### config.mk
export PLATFORM = sky130hd
export DESIGN_NAME = jtag_mbox_ctrl
export DESIGN_NICKNAME = d
export VERILOG_FILES = /design/src/rtl/jtag_mbox_ctrl.sv
export SDC_FILE = /design/constraint.sdc
export NUM_CORES = 1
export LEC_CHECK = 0
export BUFFER_PORTS_ARGS = -buffer_cell sky130_fd_sc_hd__buf_2
export CORE_MARGIN = 2
export CORE_UTILIZATION = 50
export CTS_CLUSTER_DIAMETER = 100
export CTS_CLUSTER_SIZE = 24
export DETAILED_ROUTE_END_ITERATION = 10
export GPL_ROUTABILITY_DRIVEN = 0
export HOLD_SLACK_MARGIN = 0.12
export MAX_ROUTING_LAYER = met4
export PLACE_DENSITY = 0.68
export SLEW_MARGIN = 20
export SYNTH_ARGS = -nofsm -noshare
export SYNTH_HDL_FRONTEND = slang
export SYNTH_SLANG_ARGS = --single-unit
### constraint.sdc
create_clock -name tck -period 3 [get_ports tck]
set_input_delay 0.15 -clock tck [delete_from_list [all_inputs] [get_ports tck]]
set_output_delay 0.15 -clock tck [all_outputs]
set_load 0.01 [all_outputs]
### src/rtl/jtag_mbox_ctrl.sv
// JTAG mailbox controller.
// A 16-bit TAP data register (selected by MBOX_IR) captures a status word and,
// on update, queues a command {write, addr[6:0], wdata[7:0]} into a small FIFO.
// A drain FSM issues queued commands to a register bank and records read data.
// Optional feature macro: JTAG_MBOX_TIMEOUT_EN adds a 255-cycle read-response
// timeout that returns 8'hEE and sets the tmo status flag.
module jtag_mbox_ctrl #(
    parameter int unsigned        IR_BITS    = 4,
    parameter logic [IR_BITS-1:0] MBOX_IR    = 4'hA,
    parameter int unsigned        FIFO_DEPTH = 4
) (
    input  logic               tck,
    input  logic               reset,
    input  logic [IR_BITS-1:0] ir,
    input  logic               capture_dr,
    input  logic               shift_dr,
    input  logic               update_dr,
    input  logic               tdi,
    output logic               tdo,
    output logic               cmd_valid,
    input  logic               cmd_ready,
    output logic               cmd_write,
    output logic [6:0]         cmd_addr,
    output logic [7:0]         cmd_wdata,
    input  logic               rsp_valid,
    input  logic [7:0]         rsp_rdata
);

    localparam int unsigned     PtrW    = (FIFO_DEPTH > 1) ? $clog2(FIFO_DEPTH) : 1;
    localparam logic [PtrW-1:0] PtrOne  = PtrW'(1);
    localparam logic [3:0]      LvlFull = 4'(FIFO_DEPTH);
    localparam logic [3:0]      LvlOne  = 4'd1;

    typedef enum logic [1:0] {StIdle, StIssue, StWaitRsp} state_e;

    state_e          state_q;
    logic [15:0]     sr_q, sr_d;
    logic [15:0]     mem [FIFO_DEPTH];
    logic [PtrW-1:0] wr_ptr_q, wr_ptr_d, rd_ptr_q, rd_ptr_d;
    logic [3:0]      level_q, level_d;
    logic [7:0]      last_rdata_q, last_rdata_d;
    logic            ovf_q, ovf_d, rdv_q, rdv_d, tmo_q, tmo_d;

    logic        sel, cap_sel, push_req, full, push, pop, ovf_set;
    logic        rsp_done, tmo_fire;
    logic [2:0]  lvl_sat;
    logic [15:0] status;
    logic [15:0] head;

    assign sel     = (ir == MBOX_IR);
    assign cap_sel = sel && capture_dr;
    assign tdo     = sel ? sr_q[0] : 1'b0;

    // Full is judged on the registered level, so a same-cycle pop cannot make room.
    assign push_req = sel && update_dr;
    assign full     = (level_q == LvlFull);
    assign push     = push_req && !full;
    assign ovf_set  = push_req && full;
    assign pop      = (state_q == StIdle) && (level_q != 4'd0);
    assign head     = mem[rd_ptr_q];
    assign rsp_done = (state_q == StWaitRsp) && rsp_valid;

`ifdef JTAG_MBOX_TIMEOUT_EN
    logic [7:0] tmo_cnt_q;
    // Count 0..254 is the 255th cycle without a response.
    assign tmo_fire = (state_q == StWaitRsp) && !rsp_valid && (tmo_cnt_q == 8'd254);
`else
    assign tmo_fire = 1'b0;
`endif

    // Status word and shift-register next state; capture has priority over shift.
    always_comb begin
        lvl_sat = (level_q > 4'd7) ? 3'd7 : level_q[2:0];
        status  = {last_rdata_q, ovf_q, rdv_q, lvl_sat, tmo_q, 2'b01};
        sr_d    = sr_q;
        if (cap_sel) begin
            sr_d = status;
        end else if (sel && shift_dr) begin
            sr_d = {tdi, sr_q[15:1]};
        end
    end

    // FIFO pointer/level and sticky flag next state; set events beat capture clears.
    always_comb begin
        wr_ptr_d     = push ? (wr_ptr_q + PtrOne) : wr_ptr_q;
        rd_ptr_d     = pop ? (rd_ptr_q + PtrOne) : rd_ptr_q;
        level_d      = level_q;
        if (push && !pop) begin
            level_d = level_q + LvlOne;
        end else if (pop && !push) begin
            level_d = level_q - LvlOne;
        end
        ovf_d        = ovf_set | (ovf_q & ~cap_sel);
        rdv_d        = rsp_done | tmo_fire | (rdv_q & ~cap_sel);
        tmo_d        = tmo_fire | (tmo_q & ~cap_sel);
        last_rdata_d = last_rdata_q;
        if (rsp_done) begin
            last_rdata_d = rsp_rdata;
        end else if (tmo_fire) begin
            last_rdata_d = 8'hEE;
        end
    end

    // Datapath registers: shift register, FIFO pointers, status flags.
    always_ff @(posedge tck) begin
        if (reset) begin
            sr_q         <= 16'h0;
            wr_ptr_q     <= '0;
            rd_ptr_q     <= '0;
            level_q      <= 4'd0;
            last_rdata_q <= 8'h0;
            ovf_q        <= 1'b0;
            rdv_q        <= 1'b0;
            tmo_q        <= 1'b0;
        end else begin
            sr_q         <= sr_d;
            wr_ptr_q     <= wr_ptr_d;
            rd_ptr_q     <= rd_ptr_d;
            level_q      <= level_d;
            last_rdata_q <= last_rdata_d;
            ovf_q        <= ovf_d;
            rdv_q        <= rdv_d;
            tmo_q        <= tmo_d;
        end
    end

    // FIFO storage is left unreset; only the pointers define its contents.
    always_ff @(posedge tck) begin
        if (push) begin
            mem[wr_ptr_q] <= sr_q;
        end
    end

    // Drain FSM with registered command outputs; every command returns through idle.
    always_ff @(posedge tck) begin
        if (reset) begin
            state_q   <= StIdle;
            cmd_valid <= 1'b0;
            cmd_write <= 1'b0;
            cmd_addr  <= 7'h0;
            cmd_wdata <= 8'h0;
`ifdef JTAG_MBOX_TIMEOUT_EN
            tmo_cnt_q <= 8'd0;
`endif
        end else begin
            unique case (state_q)
                StIdle: begin
                    if (pop) begin
                        cmd_valid <= 1'b1;
                        cmd_write <= head[15];
                        cmd_addr  <= head[14:8];
                        cmd_wdata <= head[7:0];
                        state_q   <= StIssue;
                    end
                end
                StIssue: begin
                    if (cmd_ready) begin
                        cmd_valid <= 1'b0;
                        state_q   <= cmd_write ? StIdle : StWaitRsp;
`ifdef JTAG_MBOX_TIMEOUT_EN
                        tmo_cnt_q <= 8'd0;
`endif
                    end
                end
                StWaitRsp: begin
                    if (rsp_done || tmo_fire) begin
                        state_q <= StIdle;
                    end
`ifdef JTAG_MBOX_TIMEOUT_EN
                    else begin
                        tmo_cnt_q <= tmo_cnt_q + 8'd1;
                    end
`endif
                end
                default: state_q <= StIdle;
            endcase
        end
    end

endmodule
Yosys cells after proc, flatten, opt, wreduce, memory -nomap -nowiden
Memories as Yosys holds them, arrays and structs flattened. A register that Yosys moved wholly into a read port is not among the register bits.
Cells that the tools add are included.
{"block": "word_totals", "regBits": 38, "ramBits": 64, "in_bits": 20, "out_inout_bits": 18, "wordCells": 67, "memories": 1}
{"memory": "mem", "depth": 4, "width": 16, "read_ports": 1, "rd_clocked_by_memory_dff": 1, "wr": 1, "line_no": "38", "rtl": "logic [15:0] mem [FIFO_DEPTH];"}
{"block": "classes", "addsub": 4, "n_lt_le_gt_ge": 1, "n_eq_ne": 7, "n_mux": 16, "n_bitwise": 6, "n_reduce_logical": 21}
{"op": "two-way mux 16 bit", "n": 2}
{"op": "logical AND 1 bit", "n": 9}
{"op": "two-way mux 2 bit", "n": 4}
{"op": "two-way mux 4 bit", "n": 2}
{"op": "inequality test 2 bit (second input constant)", "n": 3}
{"op": "one-hot mux 2 bit (3 select lines)", "n": 1}
{"op": "AND reduction 3 bit", "n": 2}
{"op": "nonzero test 2 bit", "n": 3}
{"op": "two-way mux 1 bit", "n": 5}
{"op": "adder 2 x 1 -> 2 bit (second input constant)", "n": 2}
{"op": "adder 4 x 1 -> 4 bit (second input constant)", "n": 1}
{"op": "equality test 4 x 3 -> 1 bit (second input constant)", "n": 1}
{"op": "equality test 4 bit (second input constant)", "n": 1}
{"op": "> comparator 4 x 3 -> 1 bit (second input constant)", "n": 1}
{"op": "nonzero test 4 bit", "n": 1}
{"op": "subtractor 4 x 1 -> 4 bit (second input constant)", "n": 1}
{"op": "bitwise AND 1 bit", "n": 3}
{"op": "logical NOT 1 bit", "n": 3}
{"op": "two-way mux 3 bit", "n": 1}
{"op": "equality test 2 x 1 -> 1 bit (second input constant)", "n": 1}
{"op": "equality test 2 bit (second input constant)", "n": 1}
{"op": "logical NOT 2 bit", "n": 1}
{"op": "bitwise OR 1 bit", "n": 2}
{"op": "one-hot mux 1 bit (2 select lines)", "n": 1}
{"op": "other kinds (3)", "n": 3}

Logic depth before layout (Yosys ltp)
{"block": "logic_depth", "ltp_word": 7, "ltp_mapped": 11}

Least setup slack after synthesis
Ideal clock, no wire load.
{"block": "synth_timing", "path_type": "reg2reg", "startpoint": "register level_q[0]", "endpoint": "register level_q[3]", "arrival_ps": 2317, "t_required_ps": 2877, "slack_ps": 560, "stages_incl_launch_ff": 12, "n_path_buf": 1, "period_less_slack_ps": 2440, "path_cell_list": "dfxtp_1 -> nor4_4 -> nor3_4 -> inv_4 -> buf_12 -> ha_1 -> inv_1 -> ha_1 -> a21oi_1 -> a211oi_1 -> a31oi_1 -> mux2_1"}
{"block": "synth_between", "elab_chain_cells": 6}
{"item": "start: declaration", "line_no": "40", "rtl": "logic [3:0] level_q, level_d;"}
{"item": "start signal: assignment", "line_no": "119", "rtl": "level_q <= level_d;"}
{"item": "branches (longest 6 deep; another with subtractor 4 x 1 -> 4 bit)"}
Several ways; the timed one is not identified. The select of a mux whose other input is x is not followed.
A chain may end at the register's enable or synchronous reset.

Worst setup path in the final report
Ends and elaborated chain as after synthesis.

==> reports/qor.csv <==
metric;value;unit
yosysMostFrequentCell;edfxtp_1;
setup.worst_path.end_class;flop;
slew_headroom;34.7;%
final_util;61.9;%
syn_area_per_cell;13.6;µm²
num_io_pins;38;
ys_warn_count;0;
hp-class;input pin to flop;
async_reset_ff_share;0;%
setup_ws;370;ps
finalCritPeriodShare;87.7;%
ys_seq_elements;118;
drt_iter0_drc;154;
vdd_drop_max;0.453;mV
maxCapViolations;0;
skew;8.49;ps
fmax;380;MHz
antenna_left;0;
io_buffers;37;
p_leak;2.13;nW
antenna_cells;0;
cts-buffers-inserted;17;
final_cells;555;
crit_arrival;3030;ps
initial_utilization;51.9;%
fin_nets;441;
p_per_area;857;mW/mm²
clock_path_buffers;2;
ys_types;49;
placementRows;35;
cp_common_cell;ha_1;
yosys.area.top_type;edfxtp_1;
grt_pass1_wl;13800;µm
hold_buffers;15;
postCtsSetupBuffers;0;
setup_viol;0;
die_h;102;µm
total_power;4.94;mW
cp_slowest_cell;nor4_4;
cts.sinks;118;
timing.hold.ws;144;ps
stdcell_area;0.00577;mm²
cp_max_fo;17;
hpwl;5200;µm
placed_cell_area;0.00509;mm²
fillers;752;
insertion_delay;510;ps
cts_tree;yes;
finalHoldViolations;0;
h-tree-depth;4;
antenna_found_initial;0;
final_max_slew_viol_count;0;
grt_max_degree;41;
min_period;2630;ps
path_cells;nor4_4 > nor3_4 > inv_4 > ha_1 > inv_1 > ha_1 > a21oi_1 > a211oi_1 > a31oi_1 > mux2_1;
slowest_delay;410;ps
dpl.cell_count;508;
synth_nets;384;
dieWidth;102;µm
synth_seq_area_share;62.0;%
drive_above_1_share;28.6;%
synthTopCellsByArea;edfxtp_1 (40%), dfxtp_1 (22%), mux4_2 (5.6%);
vias;2929;
cts_resized;0;
yosys-top-cells-count;edfxtp_1 (64), dfxtp_1 (54), nand2_1 (38), nor2_1 (38), a21oi_1 (19);
vias_per_cell;5.28;
path_class;flop to flop;
firstDrtPassIters;4;
ys.flop_type;edfxtp_1;
synth_top_area_share;39.7;%
status;finished clean;
netlist_area;0.00484;mm²
core_area;0.00933;mm²
worstMarginPinSlew;979;ps
rsz0062_at_grt;no;
routed_wl;8560;µm
clk_pin_slew_worst_paths;60;ps
overflow;0;
grt_util_all_layers;18.5;%
cp.required;3400;ps
netlist_instances;356;
tns;0;ps
place_ws;384;ps
startpoint_type;flop;
syn2layout_area_growth;19.2;%
grt_pass1_vias;2742;
ff_latch_area;0.00300;mm²
wl_per_cell;15.4;µm
remaining_drc_errors;0;
die_area;0.0105;mm²
root_buffer;clkbuf_8;
multi_input_area;0.00166;mm²
synth_edf_count;64;
## flip-flops by register name (all words and copies together), names as in the netlist
name          cells
rd_ptr_q          2
level_q           4
cmd_addr          7
sr_q             16
cmd_write         1
ovf_q             1
tmo_q             1
cmd_wdata         8
wr_ptr_q          2
state_q           2
last_rdata_q      8
mem              64
rdv_q             1
cmd_valid         1
## final cells by class
type | instances | area share (%)
inverter | 6 | 0.434
tap | 129 | 2.80
timing repair buffer | 60 | 6.85
clock inverter | 12 | 1.26
clock buffer | 20 | 7.91
sequential | 118 | 52.0
multi-input combinational | 210 | 28.7
## kinds of logic after synthesis
kind of cell             synth area share [%]
multiplexers                             10.1
flip-flops                               62.0
XOR/XNOR                                0.724
buffers and inverters                    3.75
adder cells (fa/ha/maj)                  2.22
AO/OA/AOI/OAI                            8.22
AND/OR/NAND/NOR                          13.0
## placed cells by master, fill, tap and decap left out, types with 9 or more instances in the layout
master and count:
a21oi_1 19, a21oi_2 9, buf_2 37, clkbuf_16 17, dfxtp_1 54, dlygate4sd3_1 15
edfxtp_1 64, mux2i_1 10, mux4_2 12, nand2_1 38, nand2_2 10, nand3_1 13
nor2_1 38
## worst paths after layout
path                                                start                   endpoint  slack [ps]  depth (start not counted)
worst max-delay path              level_q[0]$_SDFFE_PP0P_    level_q[3]$_SDFFE_PP0P_         370                         10
worst min-delay path                                ir[1]   wr_ptr_q[0]$_SDFFE_PP0P_         140                          5
worst max register to register    level_q[0]$_SDFFE_PP0P_    level_q[3]$_SDFFE_PP0P_         370                         10
worst min register to register  cmd_wdata[1]$_SDFFE_PP0P_  cmd_wdata[1]$_SDFFE_PP0P_         450                          2
## per-layer routing
layer	part of all wire, %	track usage [%]	up-vias	routed length (µm)
met3	3.4	4.38	9	290
li1	-	-	1428	-
met4	1.5	8.82	0	127
met5	0	-	-	0
met2	49	28.4	57	4220
met1	46	23.2	1435	3920
## where the power goes
group / internal (mW) / total (mW) / leakage, nW / switching, mW
registers: 1.86 / 2.05 / 1.04 / 0.191
clock network: 1.08 / 1.77 / 0.271 / 0.692
logic: 0.505 / 1.13 / 0.816 / 0.623
## critical path, delay by kind of cell (launching register included)
kind	cells	cell delay (ps)
adder cells (fa/ha/maj)	2	550
AND/OR/NAND/NOR	2	490
AO/OA/AOI/OAI	3	430
flip-flops	1	400
multiplexers	1	330
buffers and inverters	2	310
(Power assumes the default switching activity.)
